$ cat src/rtl/decoder_pkg.sv
// Shared types and helpers for the decoder_seq_nx2n one-hot decoder.
package decoder_pkg;

    typedef enum logic [1:0] {
        ST_IDLE   = 2'd0,
        ST_ACTIVE = 2'd1,
        ST_SCAN   = 2'd2
    } state_t;

    localparam int unsigned ONEHOT_MAX_W = 256;

    // Callers narrow the result with a size cast to their own NUM_OUT.
    function automatic logic [ONEHOT_MAX_W-1:0] onehot(input int unsigned idx);
        return ONEHOT_MAX_W'(1) << idx;
    endfunction

    // Dwell counter width: $clog2(DWELL), never narrower than one bit.
    function automatic int unsigned dwell_w(input int unsigned dwell);
        return (dwell <= 2) ? 1 : $clog2(dwell);
    endfunction

endpackage

$ cat src/rtl/decoder_dwell_timer.sv
// Dwell counter for scan mode: counts 0..DWELL-1 while running, ticks on the last count.
module decoder_dwell_timer #(
    parameter int unsigned DWELL   = 4,
    parameter int unsigned DWELL_W = 2
) (
    input  logic clk,
    input  logic rst_n,
    input  logic i_load,
    input  logic i_run,
    output logic o_tick
);

    logic [DWELL_W-1:0] r_cnt;
    logic               w_last;

    assign w_last = (r_cnt == DWELL_W'(DWELL - 1));
    assign o_tick = i_run && w_last;

    // NOTE: sequential state uses non-blocking assignments so every register samples pre-edge values.
    always_ff @(posedge clk) begin
        if (!rst_n) begin
            r_cnt <= '0;
        end else if (i_load) begin
            r_cnt <= '0;
        end else if (i_run) begin
            r_cnt <= w_last ? '0 : r_cnt + DWELL_W'(1);
        end
    end

endmodule

$ cat src/rtl/decoder_seq_nx2n.sv
// Registered N-to-NUM_OUT one-hot decoder with valid/ready input and autonomous scan mode.
// Optional feature macro: DECODER_SEQ_RANGE_ERR_EN (out-of-range index flags range_err, state kept).
module decoder_seq_nx2n
    import decoder_pkg::*;
#(
    parameter int unsigned N       = 3,
    parameter int unsigned NUM_OUT = 2**N,
    parameter int unsigned DWELL   = 4
) (
    input  logic               clk,
    input  logic               rst_n,
    input  logic               clr,
    input  logic               in_valid,
    output logic               in_ready,
    input  logic [N-1:0]       in_idx,
    input  logic               scan_en,
    output logic [NUM_OUT-1:0] y,
    output logic               y_valid,
    output logic               scan_wrap,
    output logic               range_err
);

    localparam int unsigned DWELL_W = dwell_w(DWELL);

    state_t             r_state,     w_state_next;
    logic [N-1:0]       r_cur_idx,   w_cur_idx_next;
    logic [NUM_OUT-1:0] r_y,         w_y_next;
    logic               r_y_valid,   w_y_valid_next;
    logic               r_scan_wrap, w_scan_wrap_next;
`ifdef DECODER_SEQ_RANGE_ERR_EN
    logic               r_range_err, w_range_err_next;
`endif

    logic         w_in_range;
    logic         w_at_last;
    logic [N-1:0] w_idx_adv;
    logic         w_timer_load;
    logic         w_timer_run;
    logic         w_tick;

    assign w_in_range = ({1'b0, in_idx} < (N+1)'(NUM_OUT));
    // Explicit wrap against NUM_OUT-1 keeps the walk modulo NUM_OUT, not 2**N.
    assign w_at_last  = (r_cur_idx == N'(NUM_OUT - 1));
    assign w_idx_adv  = w_at_last ? '0 : r_cur_idx + N'(1);

    // Kept outside the next-state block so the timer tick never feeds back into its own run input.
    assign w_timer_load = clr || ((r_state != ST_SCAN) && scan_en);
    assign w_timer_run  = (r_state == ST_SCAN) && scan_en && !clr;

    decoder_dwell_timer #(
        .DWELL   (DWELL),
        .DWELL_W (DWELL_W)
    ) u_dwell_timer (
        .clk    (clk),
        .rst_n  (rst_n),
        .i_load (w_timer_load),
        .i_run  (w_timer_run),
        .o_tick (w_tick)
    );

    // NOTE: every signal written here gets a default first, so no path can infer a latch.
    always_comb begin
        w_state_next     = r_state;
        w_cur_idx_next   = r_cur_idx;
        w_y_next         = r_y;
        w_y_valid_next   = r_y_valid;
        w_scan_wrap_next = 1'b0;
`ifdef DECODER_SEQ_RANGE_ERR_EN
        w_range_err_next = 1'b0;
`endif
        if (clr) begin
            w_state_next   = ST_IDLE;
            w_cur_idx_next = '0;
            w_y_next       = '0;
            w_y_valid_next = 1'b0;
        end else begin
            unique case (r_state)
                ST_IDLE, ST_ACTIVE: begin
                    if (scan_en) begin
                        w_state_next   = ST_SCAN;
                        w_y_valid_next = 1'b1;
                        if (r_state == ST_IDLE) begin
                            w_cur_idx_next = '0;
                            w_y_next       = NUM_OUT'(onehot(0));
                        end
                    end else if (in_valid) begin
                        if (w_in_range) begin
                            w_state_next   = ST_ACTIVE;
                            w_cur_idx_next = in_idx;
                            w_y_next       = NUM_OUT'(onehot(32'(in_idx)));
                            w_y_valid_next = 1'b1;
                        end else begin
`ifdef DECODER_SEQ_RANGE_ERR_EN
                            w_range_err_next = 1'b1;
`else
                            w_state_next   = ST_IDLE;
                            w_cur_idx_next = '0;
                            w_y_next       = '0;
                            w_y_valid_next = 1'b0;
`endif
                        end
                    end
                end
                ST_SCAN: begin
                    if (!scan_en) begin
                        w_state_next = ST_ACTIVE;
                    end else if (w_tick) begin
                        w_cur_idx_next   = w_idx_adv;
                        w_y_next         = NUM_OUT'(onehot(32'(w_idx_adv)));
                        w_scan_wrap_next = w_at_last;
                    end
                end
                default: begin
                    w_state_next   = ST_IDLE;
                    w_cur_idx_next = '0;
                    w_y_next       = '0;
                    w_y_valid_next = 1'b0;
                end
            endcase
        end
    end

    always_ff @(posedge clk) begin
        if (!rst_n) begin
            r_state     <= ST_IDLE;
            r_cur_idx   <= '0;
            r_y         <= '0;
            r_y_valid   <= 1'b0;
            r_scan_wrap <= 1'b0;
`ifdef DECODER_SEQ_RANGE_ERR_EN
            r_range_err <= 1'b0;
`endif
        end else begin
            r_state     <= w_state_next;
            r_cur_idx   <= w_cur_idx_next;
            r_y         <= w_y_next;
            r_y_valid   <= w_y_valid_next;
            r_scan_wrap <= w_scan_wrap_next;
`ifdef DECODER_SEQ_RANGE_ERR_EN
            r_range_err <= w_range_err_next;
`endif
        end
    end

    assign in_ready  = (r_state != ST_SCAN);
    assign y         = r_y;
    assign y_valid   = r_y_valid;
    assign scan_wrap = r_scan_wrap;
`ifdef DECODER_SEQ_RANGE_ERR_EN
    assign range_err = r_range_err;
`else
    assign range_err = 1'b0;
`endif

endmodule
$ cat config.mk
export PLATFORM = sky130hd
export DESIGN_NAME = decoder_seq_nx2n
export DESIGN_NICKNAME = d
export VERILOG_FILES = /design/src/rtl/decoder_pkg.sv /design/src/rtl/decoder_dwell_timer.sv /design/src/rtl/decoder_seq_nx2n.sv
export SDC_FILE = /design/constraint.sdc
export NUM_CORES = 1
export LEC_CHECK = 0
export ABC_AREA = 1
export CORE_ASPECT_RATIO = 0.75
export CORE_UTILIZATION = 55
export DETAILED_ROUTE_END_ITERATION = 10
export GPL_TIMING_DRIVEN = 1
export PLACE_DENSITY = 0.95
export SKIP_CTS_REPAIR_TIMING = 1
export SLEW_MARGIN = 20
export SYNTH_ARGS = -nofsm -noshare
export SYNTH_HDL_FRONTEND = slang
export SYNTH_SLANG_ARGS = --single-unit
$ cat constraint.sdc
create_clock -name clk -period 2.4 [get_ports clk]
set_input_delay 0.36 -clock clk [delete_from_list [all_inputs] [get_ports clk]]
set_output_delay 0.36 -clock clk [all_outputs]
set_load 0.03 [all_outputs]
# Yosys cells after proc, flatten, opt, wreduce, memory -nomap -nowiden
# Cells that the tools add are included.
[classes] muxes=21 shifts=2 n_reduce_logical=14 bitwise_logic=4 add_sub_neg=2 n_eq_ne=10
[ops] operator="8-bit two-way mux" n=5
[ops] operator="3-bit two-way mux" n=6
[ops] operator="8-bit one-hot mux with 2 select lines" n=1
[ops] operator="1-bit by 3-bit left shift with 8-bit output, first input constant" n=2
[ops] operator="2-bit two-way mux" n=4
[ops] operator="2-bit inequality test, second input constant" n=3
[ops] operator="3-bit inequality test, second input constant" n=2
[ops] operator="3-bit one-hot mux with 2 select lines" n=1
[ops] operator="2-bit OR reduction" n=3
[ops] operator="5-bit OR reduction" n=1
[ops] operator="2-bit == test, second input constant" n=2
[ops] operator="1-bit logical AND" n=4
[ops] operator="1-bit NOT" n=4
[ops] operator="2-bit one-hot mux with 2 select lines" n=1
[ops] operator="2-bit AND reduction" n=2
[ops] operator="4-bit AND reduction" n=1
[ops] operator="3-bit by 1-bit adder with 3-bit output, second input constant" n=1
[ops] operator="3-bit == test, second input constant" n=1
[ops] operator="2-bit by 1-bit adder with 2-bit output, second input constant" n=1
[ops] operator="2-bit by 1-bit == test with 1-bit output, second input constant" n=1
[ops] operator="2-bit zero test" n=1
[ops] operator="1-bit two-way mux" n=2
[ops] operator="2-bit by 1-bit inequality test with 1-bit output, second input constant" n=1
[ops] operator="1-bit one-hot mux with 2 select lines" n=1
[ops] operator="other kinds (2)" n=2
[word_totals] regBits=17 output_inout_bits=12 inputBits=8

# Logic depth before layout (Yosys ltp)
# Gate-level depths: netlist of the first run.
[depth] word_depth=7 depth_mapped=9 ltp_nobuf=7

# Hierarchy
# A second synthesis of the first run with hierarchy kept.
[hier_totals] cells_unflattened=155 area_unflattened_um2=1033.5
[modules_own_cells] module="decoder_seq_nx2n" instances=1 area_each_um2=924.6 cells_each=139
[modules_own_cells] module="decoder_dwell_timer" instances=1 area_each_um2=108.9 cells_each=16

# Least setup slack after synthesis of the first run
# OpenSTA, ideal clock, no wires.
[synth_timing] kind="register to register" from="reg r_cur_idx[0]" to="reg r_cur_idx[2]" synth_period_minus_slack_ns=1.290 slack_ns=1.110 stages_incl_launch_ff=7 arrival_ns=1.224 cell_sequence="dfxtp_1 -> ha_1 -> ha_1 -> nand3_1 -> nand2_1 -> nand3_2 -> a21oi_2"
[synth_via] elab_chain_len=5
[synth_lines] item="start: declaration" line="decoder_seq_nx2n.sv:26" rtl="logic [N-1:0] r_cur_idx, w_cur_idx_next;"
[synth_lines] item="start signal: assignment" line="decoder_seq_nx2n.sv:135" rtl="r_cur_idx <= w_cur_idx_next;"
[synth_lines] item="3-bit by 1-bit adder with 3-bit output / 3-bit == test (equally long branches)" line="decoder_seq_nx2n.sv:44, decoder_seq_nx2n.sv:43"
[synth_lines] item="3-bit two-way mux (*)" line="decoder_seq_nx2n.sv:44" rtl="assign w_idx_adv = w_at_last ? '0 : r_cur_idx + N'(1);"
[synth_lines] item="3-bit two-way mux (*)" line="decoder_seq_nx2n.sv:107" rtl="end else if (w_tick) begin"
[synth_lines] item="3-bit two-way mux (*)" line="decoder_seq_nx2n.sv:105" rtl="if (!scan_en) begin"
[synth_lines] item="3-bit one-hot mux with 2 select lines (*)" line="decoder_seq_nx2n.sv:77" rtl="unique case (r_state)"
# Mark *: on every way between the ends. The rest lies on a longest branch, timed or not. The select of a mux whose other input is x is not followed.
# A chain may end at the register's enable or synchronous reset.

# Worst setup path in the final report of the first run
[layout_timing] from="reg r_state[1]" to="out in_ready"
[layout_via] elab_chain_len=1
[layout_lines] item="start: declaration" line="decoder_seq_nx2n.sv:25" rtl="state_t r_state, w_state_next;"
[layout_lines] item="start signal: assignment" line="decoder_seq_nx2n.sv:134" rtl="r_state <= w_state_next;"
[layout_lines] item="2-bit inequality test" line="decoder_seq_nx2n.sv:145" rtl="assign in_ready = (r_state != ST_SCAN);"
[layout_lines] item="end: declaration" line="decoder_seq_nx2n.sv:14" rtl="output logic in_ready,"
# No other way between the ends.

==> metrics.csv, run 1 <==
stage,metric,value,unit
outcome,status,completed,
pwr,p_comb_frac,0.224,
drt,drtIter0Drc,41,
drt,vias,1076,
floorplan,initial_utilization,0.606,
synth,synth_mux_area_frac,0,
cells_and_area,syn2layout_area_growth,17.4,%
drt,drc,0,
critical_path,path_depth,4,
cells_and_area,drive_gt1_frac,0.131,
drt,drtPass1Iterations,4,
cells_and_area,nets,185,
sta,rsz0062_at_grt,no,
clock_tree,clk_pin_slew,0.10,ns
synth,synth_nets,166,
synth,yosys-top-cells-area,"dfxtp_1, nand2_1, ha_1",
global_routing,grt-ovfl-total,0,
critical_path,critical_path.top_delay_family,buffers and inverters,
sta,finalSetupTns,0,ns
sta,max_freq,0.462,GHz
synth,ys_seq_area_frac,0.314,
sta,hold_viol,0,
critical_path,critical_path_arrival,1.81,ns
synth,avgSynthCellArea,7.22,µm²
floorplan,die_x,53.3,µm
critical_path,reg2reg_from,r_state[1]$_SDFFE_PP0P_,
critical_path,cp_slowest_cell,clkdlybuf4s50_1,
critical_path,crit_buf_inv,3,
clock_tree,clock-sinks,17,
global_routing,first_global_vias,964,
drt,wl,2500,µm
floorplan,die_area,2150,µm²
pwr,p_clk_frac,0.271,
drt,wire_per_inst,13.2,µm
floorplan,core-area,1790,µm²
critical_path,cp-start-kind,register,
pwr,seq_power_share,0.505,
global_routing,grt_max_degree,12,
pwr,internal_power,0.409,mW
floorplan,num_io_pins,20,
synth,yosysMostFrequentCell,nand2_1,
pwr,ir_worst_vdd,0.386,mV
synth,synthXorXnorAreaFrac,0,
synth,synthCells,150,
pwr,switching_power,0.193,mW
clock_tree,cts_root_buf,clkbuf_4,
min_path,holdCritStartpoint,y_valid$_SDFFE_PP0P_,
synth,synth_compound_area_frac,0.142,
synth,synth_top_area_frac,0.314,
synth,postSynth.asyncResetShare,0,
critical_path,crit_start,r_state[1]$_SDFFE_PP0P_,
cells_and_area,final_cells,190,
sta,fin_crit,2.17,ns
pwr,leakage,0.576,nW
global_routing,antenna_found_initial,0,
synth,syn_area,1080,µm²
critical_path,r2r_cells,7,
drt,ant_nets,0,
job,maxCapViolCount,0,
clock_tree,insertion_delay,0.30,ns
synth,synth_ff_type,dfxtp_1,
synth,synth-seq-cells,17,
floorplan,row_count,13,
critical_path,regToRegSetupSlack,0.83,ns
synth,synthSimpleGateAreaFrac,0.327,
clock_tree,cts-buffers-inserted,3,
critical_path,path_max_fanout,11,
drt,vias_per_cell,5.66,
synth,ys_warn_count,0,
critical_path,max_stage_delay,0.59,ns
synth,synth_top_family_by_area,simple AND/OR/NAND/NOR gates,
pwr,p_per_area,473,nW/µm²
sta,fin_crit_sh,0.903,
placement,dpl.cell_count,186,
synth,synth-adder-area-share,0.0924,
sta,fin_skew,0.00412,ns
global_routing,grt_pass1_wl,3980,µm
floorplan,chipHeight,40.4,µm
critical_path,worstPathRequired,2.04,ns
clock_tree,htreeDepth,1,
synth,synth_common_cells,"nand2_1, a21oi_1, dfxtp_1, nand3_1, inv_1",
clock_tree,cts_tree,done,
global_routing,track_usage,0.266,
synth,yosysTopAreaCell,dfxtp_1,
critical_path,crit_type,reg2out,
placement,dp_hpwl,1980,µm
critical_path,crit_chain,inv_6 -> nor2_4 -> inv_4 -> clkdlybuf4s50_1,
min_path,min_path_type,reg2reg,
clock_tree,clockBufferDepth,2,
synth,synth-edff-count,0,
cells_and_area,fillers,148,
sta,setup_violations,0,
cells_and_area,final_util,0.711,
synth,synth.distinct_cells,26,
placement,place.port_buffers,18,
critical_path,cp-end-kind,output port,
cells_and_area,n_antenna_cell,0,
sta,slew_violations,0,
min_path,timing.hold.worst_path_depth,2,
pwr,swShare,0.321,
placement,gp_congestion,0.839,
## logic make-up (layout without fill, tap and decap cells)
kind of cell	after synthesis	after routing
AOI/OAI and AO/OA	27	27
adders and majority gates	8	8
buffers and inverters	24	42
DFF	17	17
other	1	1
and+or+nand+nor	73	73
## per-stage QoR
stage	power [mW]	hold slack [ns]	cell area (µm²)	setup slack [ns]
after global routing	0.627	0.503	1270	0.136
final	0.602	0.476	1270	0.234
after CTS	0.601	0.477	1270	0.239
after floorplan	0.401	0.438	1080	1.11
after global placement	0.436	0.454	1250	0.546
after detailed placement	0.443	0.460	1250	0.456
## final cells by class
class | count | area (µm²) | area share
clock buffer | 4 | 26.3 | 0.0206
inverter | 19 | 78.8 | 0.0619
multi-input combinational | 109 | 612 | 0.481
sequential | 17 | 340 | 0.267
tap | 22 | 27.5 | 0.0216
timing repair buffer | 19 | 188 | 0.147
## power groups by stage
stage | combinational [mW] | clock [mW] | sequential (mW)
2_1_floorplan | 0.0792 | 0 | 0.322
3_3_place_gp | 0.127 | 0 | 0.310
3_5_place_dp | 0.133 | 0 | 0.311
4_1_cts | 0.134 | 0.163 | 0.304
5_1_grt | 0.145 | 0.176 | 0.306
6_report | 0.135 | 0.163 | 0.304
## worst reg2reg max path, stage by stage (launching register included)
cell,delay [ns]
dfxtp_1,0.53
inv_6,0.08
nor2_4,0.24
o21ai_2,0.08
buf_4,0.18
nand2_2,0.12
nand2_4,0.11
a21oi_1,0.15
## state kept, by name, summed over array words and instances (netlist names)
register,flops
r_cur_idx,3
r_state,2
scan_wrap,1
u_dwell_timer.r_cnt,2
y,8
y_valid,1
## path summary, 6_finish.rpt
kind	endpoint
worst max-delay path	in_ready
worst min register to register	y_valid$_SDFFE_PP0P_
worst max register to register	y[6]$_SDFFE_PP0P_
worst min-delay path	y_valid$_SDFFE_PP0P_
## per-layer routing
| metal | vias to the layer above | share of wire | global-route usage |
|---|---|---|---|
| met2 | 65 | 0.48 | 0.481 |
| li1 | 519 | - | - |
| met3 | 11 | 0.085 | 0.0682 |
| met4 | 0 | 0.026 | 0.0987 |
| met5 | - | 0 | 0 |
| met1 | 481 | 0.40 | 0.308 |
## layout by cell type, fill, tap and decap left out, drive strengths merged
cell / instances
nand2: 41
a21oi: 22
clkdlybuf4s50: 18
inv: 18
dfxtp: 17
nand3: 17
nor2: 13
ha: 8
clkbuf: 4
o21ai: 4
clkinv: 1
nor4: 1
nor3: 1
a311oi: 1
conb: 1
buf: 1
No activity file was read; power rests on OpenSTA's default activity.
==> inputs of run 2 (changes only) <==
Settings changed: PLACE_DENSITY 0.95 to 0.83.
==> run 2 against run 1 <==
  * Clock-buffer cell count fell by 1
  * Final area about the same
  * Total power fell by 0.47%
==> metrics.csv, run 2 (same netlist as run 1, synthesis figures left out) <==
stage,metric,value,unit
outcome,status,completed,
floorplan,initial_utilization,0.606,
critical_path,r2r_cells,6,
clock_tree,clock-sinks,17,
floorplan,core-area,1790,µm²
sta,slew_violations,0,
pwr,p_clk_frac,0.272,
drt,vias,1024,
job,maxCapViolCount,0,
sta,setup_violations,0,
drt,wire_per_inst,12.3,µm
cells_and_area,final_cells,190,
floorplan,die_x,53.3,µm
critical_path,crit_buf_inv,3,
pwr,swShare,0.323,
clock_tree,cts_tree,done,
cells_and_area,final_common_cell,nand2_1,
placement,gp_congestion,0.866,
pwr,p_comb_frac,0.221,
pwr,switching_power,0.194,mW
cells_and_area,finalInstanceArea,1270,µm²
min_path,min_path_type,reg2reg,
critical_path,path_depth,4,
global_routing,first_global_vias,815,
sta,finalSetupTns,0,ns
critical_path,r2r-end,r_cur_idx[2]$_SDFFE_PP0P_,
clock_tree,htreeDepth,1,
clock_tree,clockBufferDepth,2,
placement,place.port_buffers,18,
drt,wl,2340,µm
floorplan,die_area,2150,µm²
cells_and_area,nets,185,
critical_path,cp_slowest_cell,clkdlybuf4s50_1,
clock_tree,cts-buffers-inserted,3,
drt,drtPass1Iterations,4,
drt,vias_per_cell,5.39,
global_routing,grt-ovfl-total,0,
global_routing,grt_pass1_wl,3670,µm
critical_path,crit_start,r_state[1]$_SDFFE_PP0P_,
clock_tree,insertion_delay,0.30,ns
sta,fin_skew,0.00579,ns
pwr,leakage,0.578,nW
sta,fin_hold_ws,0.489,ns
placement,dpl_cell_area,1250,µm²
pwr,ir_worst_vdd,0.398,mV
sta,max_freq,0.458,GHz
clock_tree,clk_pin_slew,0.10,ns
sta,hold_viol,0,
critical_path,reg2reg_from,r_cur_idx[0]$_SDFFE_PP0P_,
pwr,seq_power_share,0.507,
critical_path,max_stage_delay,0.60,ns
critical_path,cp-endpoint,in_ready,
drt,ant_nets,0,
global_routing,grt_max_degree,12,
drt,drc,0,
global_routing,track_usage,0.251,
critical_path,critical_path.top_delay_family,buffers and inverters,
cells_and_area,syn2layout_area_growth,17.6,%
drt,drtIter0Drc,34,
clock_tree,cts_root_buf,clkbuf_4,
critical_path,critical_path_arrival,1.82,ns
floorplan,num_io_pins,20,
pwr,p_per_area,470,nW/µm²
global_routing,antenna_found_initial,0,
cells_and_area,largest_reg_flops,8,
critical_path,regToRegSetupSlack,0.84,ns
floorplan,row_count,13,
critical_path,worstPathRequired,2.04,ns
placement,dp_hpwl,1810,µm
cells_and_area,final_cell_mix,"nand2_1, a21oi_1, clkdlybuf4s50_1, dfxtp_1, nand3_1",
cells_and_area,n_antenna_cell,0,
sta,fin_crit_sh,0.909,
cells_and_area,drive_gt1_frac,0.137,
sta,fin_crit,2.18,ns
pwr,internal_power,0.405,mW
critical_path,crit_type,reg2out,
cells_and_area,fillers,152,
critical_path,crit_chain,inv_6 -> nor2_4 -> inv_4 -> clkdlybuf4s50_1,
critical_path,path_max_fanout,11,
sta,rsz0062_at_grt,no,
floorplan,chipHeight,40.4,µm
critical_path,cp-start-kind,register,
critical_path,cp-end-kind,output port,
placement,dpl.cell_count,186,
## run 2: cell count changes in the layout (fill, tap and decap cells not counted)
cell | before | now
clkbuf_1 | 1 | 0
clkinv_2 | 0 | 1
## run 2: cell type report
type,count,area [µm²],area share
clock inverters,1,5.00,0.00393
flip-flops and latches,17,340,0.267
clock buffers,3,22.5,0.0177
multi-input cells,109,612,0.480
repair buffers,19,188,0.147
well taps,22,27.5,0.0216
inverters,19,78.8,0.0619
## run 2: tightest hold or removal path, delay by kind of cell, from the launching register on
kind | cells | cell delay (ns)
DFF | 1 | 0.34
and+or+nand+nor | 2 | 0.12
## run 2: power groups by stage
stage | Sequential (mW) | Combinational [mW] | Clock [mW]
2_1_floorplan | 0.322 | 0.0792 | 0
3_3_place_gp | 0.310 | 0.128 | 0
3_5_place_dp | 0.310 | 0.131 | 0
4_1_cts | 0.304 | 0.132 | 0.167
5_1_grt | 0.306 | 0.145 | 0.180
6_report | 0.304 | 0.132 | 0.163
## run 2: routing by layer
metal  track usage  part of all wire
met1         0.339              0.48
met2         0.388              0.44
met3        0.0795             0.069
met4        0.0592            0.0073
met5             0                 0
## run 2: through the flow
stage	utilization	setup slack (ns)	power [mW]
6_report	0.712	0.218	0.599
5_1_grt	0.712	0.131	0.630
4_1_cts	0.712	0.222	0.602
3_5_place_dp	0.697	0.472	0.441
3_3_place_gp	0.697	0.537	0.437
2_1_floorplan	-	1.11	0.401
## run 2: worst min path at each step
stage / start / endpoint / slack [ns] / cells past startpoint
6_report: y_valid$_SDFFE_PP0P_ / y_valid$_SDFFE_PP0P_ / 0.49 / 2
3_5_place_dp: y_valid$_SDFFE_PP0P_ / y_valid$_SDFFE_PP0P_ / 0.47 / 2
2_1_floorplan: scan_en / r_state[0]$_SDFFE_PP0P_ / 0.44 / 1
5_1_grt: y_valid$_SDFFE_PP0P_ / y_valid$_SDFFE_PP0P_ / 0.52 / 2
4_1_cts: y_valid$_SDFFE_PP0P_ / y_valid$_SDFFE_PP0P_ / 0.49 / 2
3_3_place_gp: y_valid$_SDFFE_PP0P_ / y_valid$_SDFFE_PP0P_ / 0.45 / 2
==> inputs of run 3 (changes only) <==
Settings changed: REMOVE_ABC_BUFFERS from default to 1.
==> run 3 against run 2 <==
  * Worst hold slack worse by 0.012 ns
  * Utilization unchanged
  * Die area unchanged
  * Routed wire length up 2.0%
  * Combinational power about the same
  * Via count down 2.7%
  * Clock-buffer cell count unchanged
  * Maximum frequency down 0.35%
  * Final area unchanged
  * Largest cell class unchanged
  * Critical path depth unchanged
  * Global-route usage up 1.3 points
==> metrics.csv, run 3 (same netlist as run 1, synthesis figures left out) <==
stage,metric,value,unit
outcome,status,completed,
sta,slew_violations,0,
cells_and_area,final_cell_mix,"nand2_1, a21oi_1, clkdlybuf4s50_1, dfxtp_1, nand3_1",
placement,dp_hpwl,1830,µm
drt,vias,996,
critical_path,cp-endpoint,in_ready,
drt,met2_length,991,µm
placement,gp_congestion,0.819,
cells_and_area,nets,185,
critical_path,reg2reg_from,r_cur_idx[0]$_SDFFE_PP0P_,
drt,drtPass1Iterations,4,
drt,ant_nets,0,
sta,fin_skew,0.00199,ns
critical_path,critical_path_arrival,1.83,ns
pwr,p_per_area,471,nW/µm²
cells_and_area,drive_gt1_frac,0.137,
clock_tree,clk_pin_slew,0.11,ns
pwr,ir_worst_vdd,0.372,mV
critical_path,cp-start-kind,register,
global_routing,grt_max_degree,12,
critical_path,r2r-end,r_cur_idx[2]$_SDFFE_PP0P_,
pwr,leakage,0.578,nW
floorplan,num_io_pins,20,
sta,hold_viol,0,
critical_path,path_max_fanout,11,
clock_tree,insertion_delay,0.30,ns
critical_path,crit_start,r_state[1]$_SDFFE_PP0P_,
floorplan,core-area,1790,µm²
placement,dpl.cell_count,186,
job,maxCapViolCount,0,
sta,finalSetupTns,0,ns
critical_path,r2r_cells,6,
cells_and_area,final_cells,190,
cells_and_area,final_util,0.712,
cells_and_area,finalInstanceArea,1270,µm²
clock_tree,clock-sinks,17,
global_routing,first_global_vias,877,
sta,setup_violations,0,
floorplan,chipHeight,40.4,µm
cells_and_area,final_common_cell,nand2_1,
cells_and_area,largest_reg_flops,8,
critical_path,cp-end-kind,output port,
drt,wl_met3,145,µm
sta,fin_crit,2.19,ns
sta,rsz0062_at_grt,no,
drt,wl,2390,µm
global_routing,track_usage,0.263,
global_routing,grt_pass1_wl,3840,µm
critical_path,crit_type,reg2out,
pwr,power,0.601,mW
placement,dpl_cell_area,1250,µm²
cells_and_area,syn2layout_area_growth,17.6,%
floorplan,initial_utilization,0.606,
drt,drt-met1-wl,1230,µm
sta,fin_crit_sh,0.912,
drt,drc,0,
cells_and_area,n_antenna_cell,0,
critical_path,worstPathRequired,2.04,ns
placement,place.port_buffers,18,
clock_tree,cts-buffers-inserted,3,
critical_path,regToRegSetupSlack,0.87,ns
floorplan,die_area,2150,µm²
clock_tree,cts_tree,done,
clock_tree,htreeDepth,1,
sta,max_freq,0.457,GHz
global_routing,grt-ovfl-total,0,
global_routing,antenna_found_initial,0,
cells_and_area,fillers,159,
clock_tree,clockBufferDepth,2,
drt,drtIter0Drc,22,
drt,wire_per_inst,12.6,µm
drt,routed.top_layer,met4,
min_path,min_path_type,reg2reg,
floorplan,die_x,53.3,µm
floorplan,row_count,13,
clock_tree,cts_root_buf,clkbuf_4,
drt,vias_per_cell,5.24,
==> run 3: cell counts in the layout (fill, tap and decap cells not counted) <==
Identical to the previous run, type by type.
==> run 3: critical path: stages (launching register included) <==
cell	delay, ns
dfxtp_1	0.54
inv_6	0.08
nor2_4	0.25
inv_4	0.06
clkdlybuf4s50_1	0.59
==> run 3: through the flow <==
| stage | setup slack (ns) | hold WS (ns) |
|---|---|---|
| floorplan | 1.05 | 0.438 |
| global placement | 0.549 | 0.455 |
| detailed placement | 0.446 | 0.461 |
| CTS | 0.220 | 0.486 |
| global route | 0.110 | 0.523 |
| finish | 0.210 | 0.477 |
==> run 3: final cells by class <==
type	count	area [µm²]	share of cell area
timing repair buffer	19	188	0.147
clock buffer	3	22.5	0.0177
clock inverter	1	5.00	0.00393
multi-input combinational	109	612	0.480
tap	22	27.5	0.0216
inverter	19	78.8	0.0619
sequential	17	340	0.267
==> run 3: worst min-delay path by stage <==
stage | from | slack [ns] | cells past startpoint | end
after CTS | y_valid$_SDFFE_PP0P_ | 0.49 | 2 | y_valid$_SDFFE_PP0P_
after floorplan | scan_en | 0.44 | 1 | r_state[0]$_SDFFE_PP0P_
final | y_valid$_SDFFE_PP0P_ | 0.48 | 2 | y_valid$_SDFFE_PP0P_
after detailed placement | y_valid$_SDFFE_PP0P_ | 0.46 | 2 | y_valid$_SDFFE_PP0P_
after global placement | y_valid$_SDFFE_PP0P_ | 0.46 | 2 | y_valid$_SDFFE_PP0P_
after global routing | y_valid$_SDFFE_PP0P_ | 0.52 | 2 | y_valid$_SDFFE_PP0P_
==> run 3: per-layer routing <==
layer | vias to the layer above | global-route usage
met4 | 0 | 0.0789
met2 | 34 | 0.406
met1 | 442 | 0.358
met5 | - | 0
li1 | 516 | -
met3 | 4 | 0.0682
==> run 3: where the power goes <==
part | total (mW) | internal [mW] | switching [mW] | leakage [nW]
Combinational | 0.132 | 0.0500 | 0.0823 | 0.422
Sequential | 0.305 | 0.293 | 0.0111 | 0.139
Clock | 0.164 | 0.0623 | 0.101 | 0.0177
